==> src/rtl/gpu_sched_pkg.sv <==
// Shared types and defaults for the operand-collector issue scheduler:
// CDB reservation entry layout, source encodings and pointer helpers.
package gpu_sched_pkg;

    localparam int DEF_NUM_WARPS    = 4;
    localparam int DEF_ALU_LAT      = 1;
    localparam int DEF_MEM_LAT      = 4;
    localparam int DEF_STARVE_LIMIT = 3;

    // Warp id field is sized for the largest supported warp count.
    localparam int WID_MAX_W = 8;

    localparam logic SRC_ALU = 1'b0;
    localparam logic SRC_MEM = 1'b1;

    typedef struct packed {
        logic                 valid;
        logic                 src;
        logic [WID_MAX_W-1:0] wid;
    } wb_entry_t;

    function automatic int next_idx(input int idx, input int n);
        return (idx + 1 >= n) ? 0 : idx + 1;
    endfunction

endpackage

==> src/rtl/cdb_wb_scheduler_if.sv <==
// Request/grant and CDB-owner bundle between the warp issue logic and
// the writeback scheduler.
interface cdb_wb_scheduler_if #(
    parameter int NUM_WARPS = 4,
    parameter int WID_W     = $clog2(NUM_WARPS)
);
    logic [NUM_WARPS-1:0] regwrite;
    logic [NUM_WARPS-1:0] alu_req;
    logic [NUM_WARPS-1:0] mem_req;
    logic [NUM_WARPS-1:0] alu_grt;
    logic [NUM_WARPS-1:0] mem_grt;
    logic                 cdb_valid;
    logic                 cdb_src;
    logic [WID_W-1:0]     cdb_wid;
    logic                 starve_active;

    modport master (
        output regwrite, alu_req, mem_req,
        input  alu_grt, mem_grt, cdb_valid, cdb_src, cdb_wid, starve_active
    );

    modport slave (
        input  regwrite, alu_req, mem_req,
        output alu_grt, mem_grt, cdb_valid, cdb_src, cdb_wid, starve_active
    );
endinterface

==> src/rtl/rr_arbiter.sv <==
// Round-robin arbiter: search starts at the rotating pointer, the pointer
// moves one past each winner. Grant is combinational and forced low in reset.
module rr_arbiter
    import gpu_sched_pkg::*;
#(
    parameter int WIDTH = 4,
    localparam int PTR_W = (WIDTH > 1) ? $clog2(WIDTH) : 1
) (
    input  logic             clk,
    input  logic             rst,
    input  logic [WIDTH-1:0] req,
    output logic [WIDTH-1:0] grt
);

    logic [PTR_W-1:0] ptr_reg;
    logic [PTR_W-1:0] ptr_next;
    logic [PTR_W-1:0] gnt_idx;
    logic [PTR_W-1:0] cand_idx;
    logic             found;
    int               cand;

    always_comb begin
        found    = 1'b0;
        gnt_idx  = '0;
        cand     = 0;
        cand_idx = '0;
        for (int k = 0; k < WIDTH; k++) begin
            cand = int'(ptr_reg) + k;
            if (cand >= WIDTH) begin
                cand = cand - WIDTH;
            end
            cand_idx = PTR_W'(cand);
            if (!found && req[cand_idx]) begin
                found   = 1'b1;
                gnt_idx = cand_idx;
            end
        end
        grt = '0;
        if (found && rst) begin
            grt[gnt_idx] = 1'b1;
        end
        ptr_next = found ? PTR_W'(next_idx(int'(gnt_idx), WIDTH)) : ptr_reg;
    end

    always_ff @(posedge clk or negedge rst) begin
        if (!rst) begin
            ptr_reg <= '0;
        end else begin
            ptr_reg <= ptr_next;
        end
    end

endmodule

==> src/rtl/cdb_wb_scheduler.sv <==
// ALU/MEM issue scheduler with a calendar of future CDB owners: wb_reg[d]
// owns the CDB d cycles from now, so ALU regwrites never collide with MEM.
module cdb_wb_scheduler
    import gpu_sched_pkg::*;
#(
    parameter int NUM_WARPS    = DEF_NUM_WARPS,
    parameter int ALU_LAT      = DEF_ALU_LAT,
    parameter int MEM_LAT      = DEF_MEM_LAT,
    parameter int STARVE_LIMIT = DEF_STARVE_LIMIT,
    parameter int WID_W        = $clog2(NUM_WARPS)
) (
    input logic               clk,
    input logic               rst,
    cdb_wb_scheduler_if.slave bus
);

    localparam int CNT_W = $clog2(STARVE_LIMIT + 1);
    localparam logic [CNT_W-1:0] CNT_MAX = CNT_W'(STARVE_LIMIT);

    generate
        if (ALU_LAT < 1 || ALU_LAT >= MEM_LAT || MEM_LAT < 2 || STARVE_LIMIT < 1) begin : g_bad_param
            $error("cdb_wb_scheduler: need 1 <= ALU_LAT < MEM_LAT, MEM_LAT >= 2, STARVE_LIMIT >= 1");
        end
    endgenerate

    logic [NUM_WARPS-1:0] alu_qual;
    logic [NUM_WARPS-1:0] mem_qual;
    logic [NUM_WARPS-1:0] alu_grt;
    logic [NUM_WARPS-1:0] mem_grt;
    logic [WID_W-1:0]     alu_wid;
    logic [WID_W-1:0]     mem_wid;
    logic                 alu_rw_grant;
    logic                 mem_rw_grant;
    logic                 alu_rw_req;
    logic                 starve_active;
    logic [CNT_W-1:0]     starve_cnt_reg;
    logic [CNT_W-1:0]     starve_cnt_next;
    wb_entry_t            alu_entry;
    wb_entry_t            wb_reg   [MEM_LAT];
    wb_entry_t            wb_shift [MEM_LAT];
    wb_entry_t            wb_next  [MEM_LAT];

    assign starve_active = (starve_cnt_reg == CNT_MAX);

    // A regwrite ALU op can only issue if its CDB slot is still free.
    assign alu_qual = wb_reg[ALU_LAT].valid ? (bus.alu_req & ~bus.regwrite) : bus.alu_req;
    assign mem_qual = starve_active ? (bus.mem_req & ~bus.regwrite) : bus.mem_req;

    rr_arbiter #(.WIDTH(NUM_WARPS)) u_alu_arb (
        .clk (clk),
        .rst (rst),
        .req (alu_qual),
        .grt (alu_grt)
    );

    rr_arbiter #(.WIDTH(NUM_WARPS)) u_mem_arb (
        .clk (clk),
        .rst (rst),
        .req (mem_qual),
        .grt (mem_grt)
    );

    always_comb begin
        alu_wid = '0;
        mem_wid = '0;
        for (int i = 0; i < NUM_WARPS; i++) begin
            if (alu_grt[i]) alu_wid = WID_W'(i);
            if (mem_grt[i]) mem_wid = WID_W'(i);
        end
    end

    assign alu_rw_grant = |(alu_grt & bus.regwrite);
    assign mem_rw_grant = |(mem_grt & bus.regwrite);
    assign alu_rw_req   = |(bus.alu_req & bus.regwrite);
    assign alu_entry    = '{valid: 1'b1, src: SRC_ALU, wid: WID_MAX_W'(alu_wid)};

    genvar gi;
    generate
        for (gi = 0; gi < MEM_LAT; gi++) begin : g_wb
            if (gi == MEM_LAT - 1) begin : g_tail
                assign wb_shift[gi] = '{valid: mem_rw_grant, src: SRC_MEM, wid: WID_MAX_W'(mem_wid)};
            end else begin : g_body
                assign wb_shift[gi] = wb_reg[gi+1];
            end
            assign wb_next[gi] = (gi == ALU_LAT - 1 && alu_rw_grant) ? alu_entry : wb_shift[gi];
        end
    endgenerate

    always_comb begin
        starve_cnt_next = starve_cnt_reg;
        if (alu_rw_grant || !alu_rw_req) begin
            starve_cnt_next = '0;
        end else if (!starve_active) begin
            starve_cnt_next = starve_cnt_reg + CNT_W'(1);
        end
    end

    always_ff @(posedge clk or negedge rst) begin
        if (!rst) begin
            for (int i = 0; i < MEM_LAT; i++) begin
                wb_reg[i] <= '0;
            end
            starve_cnt_reg <= '0;
        end else begin
            for (int i = 0; i < MEM_LAT; i++) begin
                wb_reg[i] <= wb_next[i];
            end
            starve_cnt_reg <= starve_cnt_next;
        end
    end

    assign bus.alu_grt       = alu_grt;
    assign bus.mem_grt       = mem_grt;
    assign bus.starve_active = starve_active;
    assign bus.cdb_valid     = wb_reg[0].valid;
    assign bus.cdb_src       = wb_reg[0].valid & wb_reg[0].src;
    assign bus.cdb_wid       = wb_reg[0].valid ? WID_W'(wb_reg[0].wid) : '0;

endmodule

==> src/flat_wrapper.sv <==
// flat-port wrapper written by rule: the top's interface ports become plain ports
module cdb_wb_scheduler_flat import gpu_sched_pkg::*;
#(
    parameter int NUM_WARPS    = DEF_NUM_WARPS,
    parameter int ALU_LAT      = DEF_ALU_LAT,
    parameter int MEM_LAT      = DEF_MEM_LAT,
    parameter int STARVE_LIMIT = DEF_STARVE_LIMIT,
    parameter int WID_W        = $clog2(NUM_WARPS)
)
  (clk, rst, bus_regwrite, bus_alu_req, bus_mem_req, bus_alu_grt, bus_mem_grt, bus_cdb_valid, bus_cdb_src, bus_cdb_wid, bus_starve_active);
  cdb_wb_scheduler_if #(.NUM_WARPS(NUM_WARPS), .WID_W(WID_W)) bus_i ();
  input logic clk;
  input logic rst;
  input wire logic [$bits(bus_i.regwrite)-1:0] bus_regwrite;
  input wire logic [$bits(bus_i.alu_req)-1:0] bus_alu_req;
  input wire logic [$bits(bus_i.mem_req)-1:0] bus_mem_req;
  output wire logic [$bits(bus_i.alu_grt)-1:0] bus_alu_grt;
  output wire logic [$bits(bus_i.mem_grt)-1:0] bus_mem_grt;
  output wire logic [$bits(bus_i.cdb_valid)-1:0] bus_cdb_valid;
  output wire logic [$bits(bus_i.cdb_src)-1:0] bus_cdb_src;
  output wire logic [$bits(bus_i.cdb_wid)-1:0] bus_cdb_wid;
  output wire logic [$bits(bus_i.starve_active)-1:0] bus_starve_active;
  assign bus_i.regwrite = bus_regwrite;
  assign bus_i.alu_req = bus_alu_req;
  assign bus_i.mem_req = bus_mem_req;
  assign bus_alu_grt = bus_i.alu_grt;
  assign bus_mem_grt = bus_i.mem_grt;
  assign bus_cdb_valid = bus_i.cdb_valid;
  assign bus_cdb_src = bus_i.cdb_src;
  assign bus_cdb_wid = bus_i.cdb_wid;
  assign bus_starve_active = bus_i.starve_active;
  cdb_wb_scheduler #(.NUM_WARPS(NUM_WARPS), .ALU_LAT(ALU_LAT), .MEM_LAT(MEM_LAT), .STARVE_LIMIT(STARVE_LIMIT), .WID_W(WID_W)) u_core (.clk(clk), .rst(rst), .bus(bus_i));
endmodule
==> config.mk <==
export PLATFORM = sky130hd
export DESIGN_NAME = cdb_wb_scheduler_flat
export DESIGN_NICKNAME = d
export VERILOG_FILES = /design/src/rtl/gpu_sched_pkg.sv /design/src/rtl/cdb_wb_scheduler_if.sv /design/src/rtl/rr_arbiter.sv /design/src/rtl/cdb_wb_scheduler.sv /design/src/flat_wrapper.sv
export SDC_FILE = /design/constraint.sdc
export NUM_CORES = 1
export LEC_CHECK = 0
export CAP_MARGIN = 20
export CORE_MARGIN = 2
export CORE_UTILIZATION = 45
export CTS_CLUSTER_SIZE = 16
export DETAILED_ROUTE_END_ITERATION = 10
export PLACE_DENSITY = 0.75
export SYNTH_ARGS = -nofsm -noshare
export SYNTH_HDL_FRONTEND = slang
export SYNTH_HIERARCHICAL = 1
export SYNTH_SLANG_ARGS = --single-unit
export TNS_END_PERCENT = 100
==> constraint.sdc <==
create_clock -name clk -period 2.6 [get_ports clk]
set_input_delay 0.52 -clock clk [delete_from_list [all_inputs] [get_ports clk]]
set_output_delay 0.52 -clock clk [all_outputs]
set_load 0.02 [all_outputs]
==> flow_summary.ini, run 1 <==
[global_routing]
grt_pass1_vias = 1304
grt_pass1_wl_um = 5950
grtUsageTotal_pct = 23.9
grt_max_degree = 18
grt_overflow = 0
antenna_found_initial = 0

[floorplanning]
ios = 27
die_y_um = 56.8
core-area_um2 = 2710
die_w_um = 56.8
fp.dieArea_um2 = 3230
fp-row-count = 19
start_util_pct = 46.3

[route]
firstDrtPassIters = 4
post_drt_wl_per_cell_um = 18.3
drtAntennaViolNets = 0
vias = 1252
routed_via_density = 5.52
wl_um = 4160
drc_errors = 0
dr.first_iter.drc_count = 16

[timing]
timing.fmax_mhz = 353
setup_viol = 4
layout_setup_ws_ns = -0.235
finalCriticalPeriod_ns = 2.83
drv_slew = 0
whs_ns = 0.364
finalCritPeriodShare_pct = 109
rsz0062_at_grt = true
hold_viol_final = 0
fin_skew_ns = 0.00580

[worst_setup_path]
worst_path_max_delay_cell = dfrtp_1
start_kind = flip-flop
cp_data_arrival_time_ns = 2.31
critPathMaxFanout = 5
end_kind = output port
worstSetupPathType = flip-flop to output port
path_cells = ha_4 > a21boi_2 > buf_4 > nand2b_4 > nand2_4 > a221oi_4 > ha_1 > and2_4 > buf_6
cp_data_required_time_ns = 2.08
crit_path_max_incr_delay_ns = 0.44

[yosys]
synthCells = 112
synth_nets = 135
synth_cell_types = 31
synth-seq-cells = 22
synth.top_cell.area_share_pct = 43.9
async_flop_share_pct = 100
synth_edf_count = 0
synthTopCellsByCount = 22 x dfrtp_1, 11 x and2_1, 9 x ha_1, 8 x a21boi_0, 7 x nand2_1
yosysMostFrequentCell = dfrtp_1
synth_area_um2 = 1250
yosysWarnings = 6
yosys-top-cells-area = dfrtp_1 44%, ha_1 9.0%, and2_1 5.5%
syn_avg_cell_area_um2 = 11.2
synth_top_area_cell = dfrtp_1
yosysSeqAreaShare_pct = 43.9
synth_top_flop_cell = dfrtp_1

[clock_tree]
htree_num_levels = 1
cts_root_buffer = clkbuf_4
clock_path_buffers = 2
clk_latency_ns = 0.31
cts.reportedPaths.clkPinSlew_ns = 0.14
cts.sinks = 22
cts_made_buffers = 3
ctsHoldBuffers = 0
cts_tree = done

[final_layout]
final_util_pct = 85.5
finalNetCount = 220
n_fill_cell = 129
diodes = 0
area_delta_synth_final_pct = 84.7
drive_gt1_share_pct = 62.2
largest_reg_flops = 8

[hold_path]
worstHoldPathType = flip-flop to flip-flop

[flow_run]
cap_violations = 0

[power]
ir_drop_mv = 0.972
leakage_nw = 1.15
powerDensity_nw_per_um2 = 963
finalPower_w = 0.00223

[placement]
dp_hpwl_um = 2420
post-place-ws_ns = -0.873
port_buffers = 26
place_congestion = 0.864

[outcome]
violations = setup timing
status = complete, but fails checks
## layout by cell type, fill, tap and decap left out, drive strengths merged, types with 2 or more instances in the layout
| master | count |
|---|---|
| o21ai | 2 |
| nor2 | 2 |
| ha | 9 |
| clkdlybuf4s50 | 10 |
| nor3 | 3 |
| nand3b | 2 |
| and2 | 11 |
| a21o | 3 |
| nor4 | 2 |
| a221oi | 3 |
| dlygate4sd2 | 6 |
| dfrtp | 22 |
| or2 | 2 |
| nand2b | 6 |
| a2bb2oi | 2 |
| mux2i | 4 |
| clkbuf | 5 |
| mux2 | 2 |
| a21boi | 8 |
| nor2b | 4 |
| inv | 3 |
| a221o | 2 |
| nand2 | 8 |
| a22oi | 4 |
| a21oi | 3 |
| buf | 62 |
## critical path, delay by kind of cell, from the launching register on
family,cells,cell delay [ns]
adder cells (fa/ha/maj),2,0.41
flip-flops,1,0.44
AO/OA/AOI/OAI,2,0.53
AND/OR/NAND/NOR,3,0.35
buffers and inverters,2,0.26
## report_power, final
group          switching [W]  total, W  internal [W]
combinational       0.000598   0.00135      0.000755
clock               0.000112  0.000268      0.000156
sequential          0.000144  0.000611      0.000467
## worst paths after layout
path                                                       from                             end  slack, ns  cells past startpoint
hold / removal                     u_core/wb_next[20]$_DFF_PN0_     u_core/wb_reg[20]$_DFF_PN0_       0.36                      0
hold reg to reg                    u_core/wb_next[20]$_DFF_PN0_     u_core/wb_reg[20]$_DFF_PN0_       0.36                      0
setup / recovery           u_core/starve_cnt_reg[1]$_DFFE_PN0P_                  bus_mem_grt[3]      -0.23                      9
setup reg to reg                    u_core/wb_reg[29]$_DFF_PN0_  u_core/bus.cdb_valid$_DFF_PN0_       0.07                     13
min in group asynchronous                                   rst     u_core/wb_reg[30]$_DFF_PN0_       0.42                      1
max in group asynchronous                                   rst     u_core/wb_reg[29]$_DFF_PN0_       1.67                      2
## metrics by stage
stage	setup TNS [ns]	instance area, µm²	cells
after floorplan	0	1250	112
after global placement	-8.55	1820	205
after detailed placement	-10.52	1820	205
after CTS	-0.581	2110	216
after global routing	-1.19	2320	227
final	-0.819	2320	227
## logic make-up (layout without fill, tap and decap cells)
logic type	Yosys count	after routing	synth area share [%]
XOR/XNOR	1	1	0.698
adder cells (fa/ha/maj)	9	9	8.97
flip-flops	22	22	43.9
other	1	1	0.299
buffers and inverters	3	87	0.897
AND/OR/NAND/NOR	41	41	20.0
multiplexers	6	6	4.99
AO/OA/AOI/OAI	29	29	20.2
## repair_timing
action,4_1_cts,5_1_grt
gates cloned,0,0
pin swaps,12,10
buffers inserted,7,11
setup endpoints to repair,14,10
gates resized for setup,97,34
## cell type report
class / instances / area (µm²) / area share (%)
clock buffers: 3 / 22.5 / 0.971
flip-flops and latches: 22 / 552 / 23.8
multi-input cells: 87 / 986 / 42.5
inverters: 3 / 11.3 / 0.486
repair buffers: 80 / 678 / 29.2
clock inverters: 1 / 30.0 / 1.30
well taps: 31 / 38.8 / 1.67
## metal layers
metal  wire length (µm)  share of wire (%)  GRT usage (%)  vias to the layer above
li1                   -                  -              -                      573
met1               1580                 38           27.8                      603
met2               2250                 54           43.7                       62
met3                211                5.1           4.38                       14
met4                116                2.8           8.31                        0
met5                  0                  0              0                        -
Power figures use the tool's default switching activity.
==> run 2: changes to the inputs <==
Settings changed: CELL_PAD_IN_SITES_DETAIL_PLACEMENT from default to 1, CELL_PAD_IN_SITES_GLOBAL_PLACEMENT from default to 1, CORE_ASPECT_RATIO from default to 2, CORE_UTILIZATION 45 to 35, PLACE_DENSITY 0.75 to 0.74, SKIP_LAST_GASP from default to 1.
==> flow_summary.ini, run 2 (same netlist as run 1, synthesis figures left out) <==
[outcome]
status = complete, but fails checks
violations = setup timing

[global_routing]
grt_pass1_wl_um = 7270
grt_max_degree = 23
antenna_found_initial = 0
grt_overflow = 0
grt_pass1_vias = 1425
grtUsageTotal_pct = 25.5

[timing]
setup_viol = 5
fin_tns_setup_ns = -0.793
fin_skew_ns = 0.00868
whs_ns = 0.353
layout_setup_ws_ns = -0.214
rsz0062_at_grt = true
drv_slew = 0
timing.fmax_mhz = 355
finalCritPeriodShare_pct = 108
finalCriticalPeriod_ns = 2.81
hold_viol_final = 0

[worst_setup_path]
cp_common_cell = buf_6
reg2reg_depth = 11
crit_path_max_incr_delay_ns = 0.44
start_kind = flip-flop
end_kind = output port
cp_data_arrival_time_ns = 2.29
worstSetupPathType = flip-flop to output port
path_cells = ha_4 > a21boi_2 > buf_6 > nand2b_4 > nand2_4 > a221o_1 > ha_2 > and2_4 > buf_6
critPathMaxFanout = 6
r2r-end = u_core/bus.cdb_valid$_DFF_PN0_
worstReg2RegStart = u_core/wb_reg[29]$_DFF_PN0_
r2r_slack_ns = 0.10
cp_data_required_time_ns = 2.08
worst_path_max_delay_cell = dfrtp_1
cp-startpoint = u_core/starve_cnt_reg[1]$_DFFE_PN0P_

[clock_tree]
htree_num_levels = 1
clk_latency_ns = 0.27
cts.sinks = 22
cts_tree = done
cts_root_buffer = clkbuf_8
clock_path_buffers = 2
cts.reportedPaths.clkPinSlew_ns = 0.09
ctsHoldBuffers = 0
cts_made_buffers = 3

[final_layout]
finalNetCount = 219
diodes = 0
layout_common_cells = 48 x buf_4, 21 x dfrtp_1, 12 x buf_6
instances_no_fill = 243
largest_reg_flops = 8
layout.cells.most_common = buf_4
drive_gt1_share_pct = 61.0
area_delta_synth_final_pct = 84.7
n_fill_cell = 327

[floorplanning]
fp.dieArea_um2 = 4110
start_util_pct = 36.7
die_w_um = 46.3
ios = 27
fp-row-count = 30
core-area_um2 = 3420
die_y_um = 88.7

[placement]
dp_hpwl_um = 3180
dp_cells = 221
place_congestion = 0.776
post-place-ws_ns = -1.02
port_buffers = 26

[power]
ir_drop_mv = 0.623
finalPower_w = 0.00223
leakage_nw = 1.14
powerDensity_nw_per_um2 = 960

[route]
dr.first_iter.drc_count = 38
wl_um = 5380
top_layer = met4
vias = 1267
routed_via_density = 5.21
drtAntennaViolNets = 0
route.met2.wl_um = 3220
met1Wirelength_um = 1730
post_drt_wl_per_cell_um = 22.2
firstDrtPassIters = 4
drc_errors = 0
dr_wl_met3_um = 224

[flow_run]
cap_violations = 0

[hold_path]
worstHoldPathType = flip-flop to flip-flop
min_to = u_core/wb_reg[20]$_DFF_PN0_
whs_path_depth = 0
min_from = u_core/wb_next[20]$_DFF_PN0_
-- run 2: final cells by class --
cell class	count	area (µm²)	area share (%)
sequential	22	552	23.8
tap	48	60.1	2.59
clock inverter	1	30.0	1.30
inverter	3	11.3	0.486
timing repair buffer	79	677	29.2
multi-input combinational	87	947	40.9
clock buffer	3	41.3	1.78
-- run 2: timing repair --
action | CTS | global route
gates cloned | 0 | 0
gates resized for setup | 116 | 13
endpoints found under the setup margin | 16 | 11
pin swaps | 14 | 13
buffers inserted | 12 | 6
-- run 2: worst max-delay path by stage --
stage | end | cells after the start | slack [ns]
2_1_floorplan | bus_mem_grt[3] | 7 | 0.01
3_3_place_gp | bus_alu_grt[3] | 9 | -0.88
3_5_place_dp | bus_alu_grt[2] | 9 | -1.02
4_1_cts | bus_mem_grt[1] | 9 | -0.14
5_1_grt | bus_mem_grt[3] | 9 | -0.27
6_report | bus_mem_grt[0] | 9 | -0.21
-- run 2: metal layers --
| layer | track usage, % | vias up |
|---|---|---|
| li1 | - | 569 |
| met1 | 24.2 | 620 |
| met2 | 50.4 | 62 |
| met3 | 3.88 | 16 |
| met4 | 8.83 | 0 |
| met5 | 0 | - |
-- run 2: metrics by stage --
stage	utilization (%)	cell area, µm²
6_report	67.9	2320
5_1_grt	67.9	2320
4_1_cts	64.8	2210
3_5_place_dp	53.8	1840
3_3_place_gp	53.8	1840
2_1_floorplan	-	1250
-- run 2: critical path: cells and delay by family, from the launching register on --
kind	cells	cell delay (ns)
AOI/OAI and AO/OA	2	0.55
DFF	1	0.44
adders and majority gates	2	0.38
and+or+nand+nor	3	0.38
buffers and inverters	2	0.28
-- run 2: report_power, final --
group / switching (W) / total [W] / internal (W)
logic: 0.000602 / 0.00128 / 0.000680
clock network: 0.000123 / 0.000329 / 0.000206
registers: 0.000146 / 0.000615 / 0.000468
==> run 3: changes to the inputs <==
Settings changed: CAP_MARGIN 20 to default.
==> results of run 3 <==
The final DEF is identical to that of run 2; final timing and power are the same.
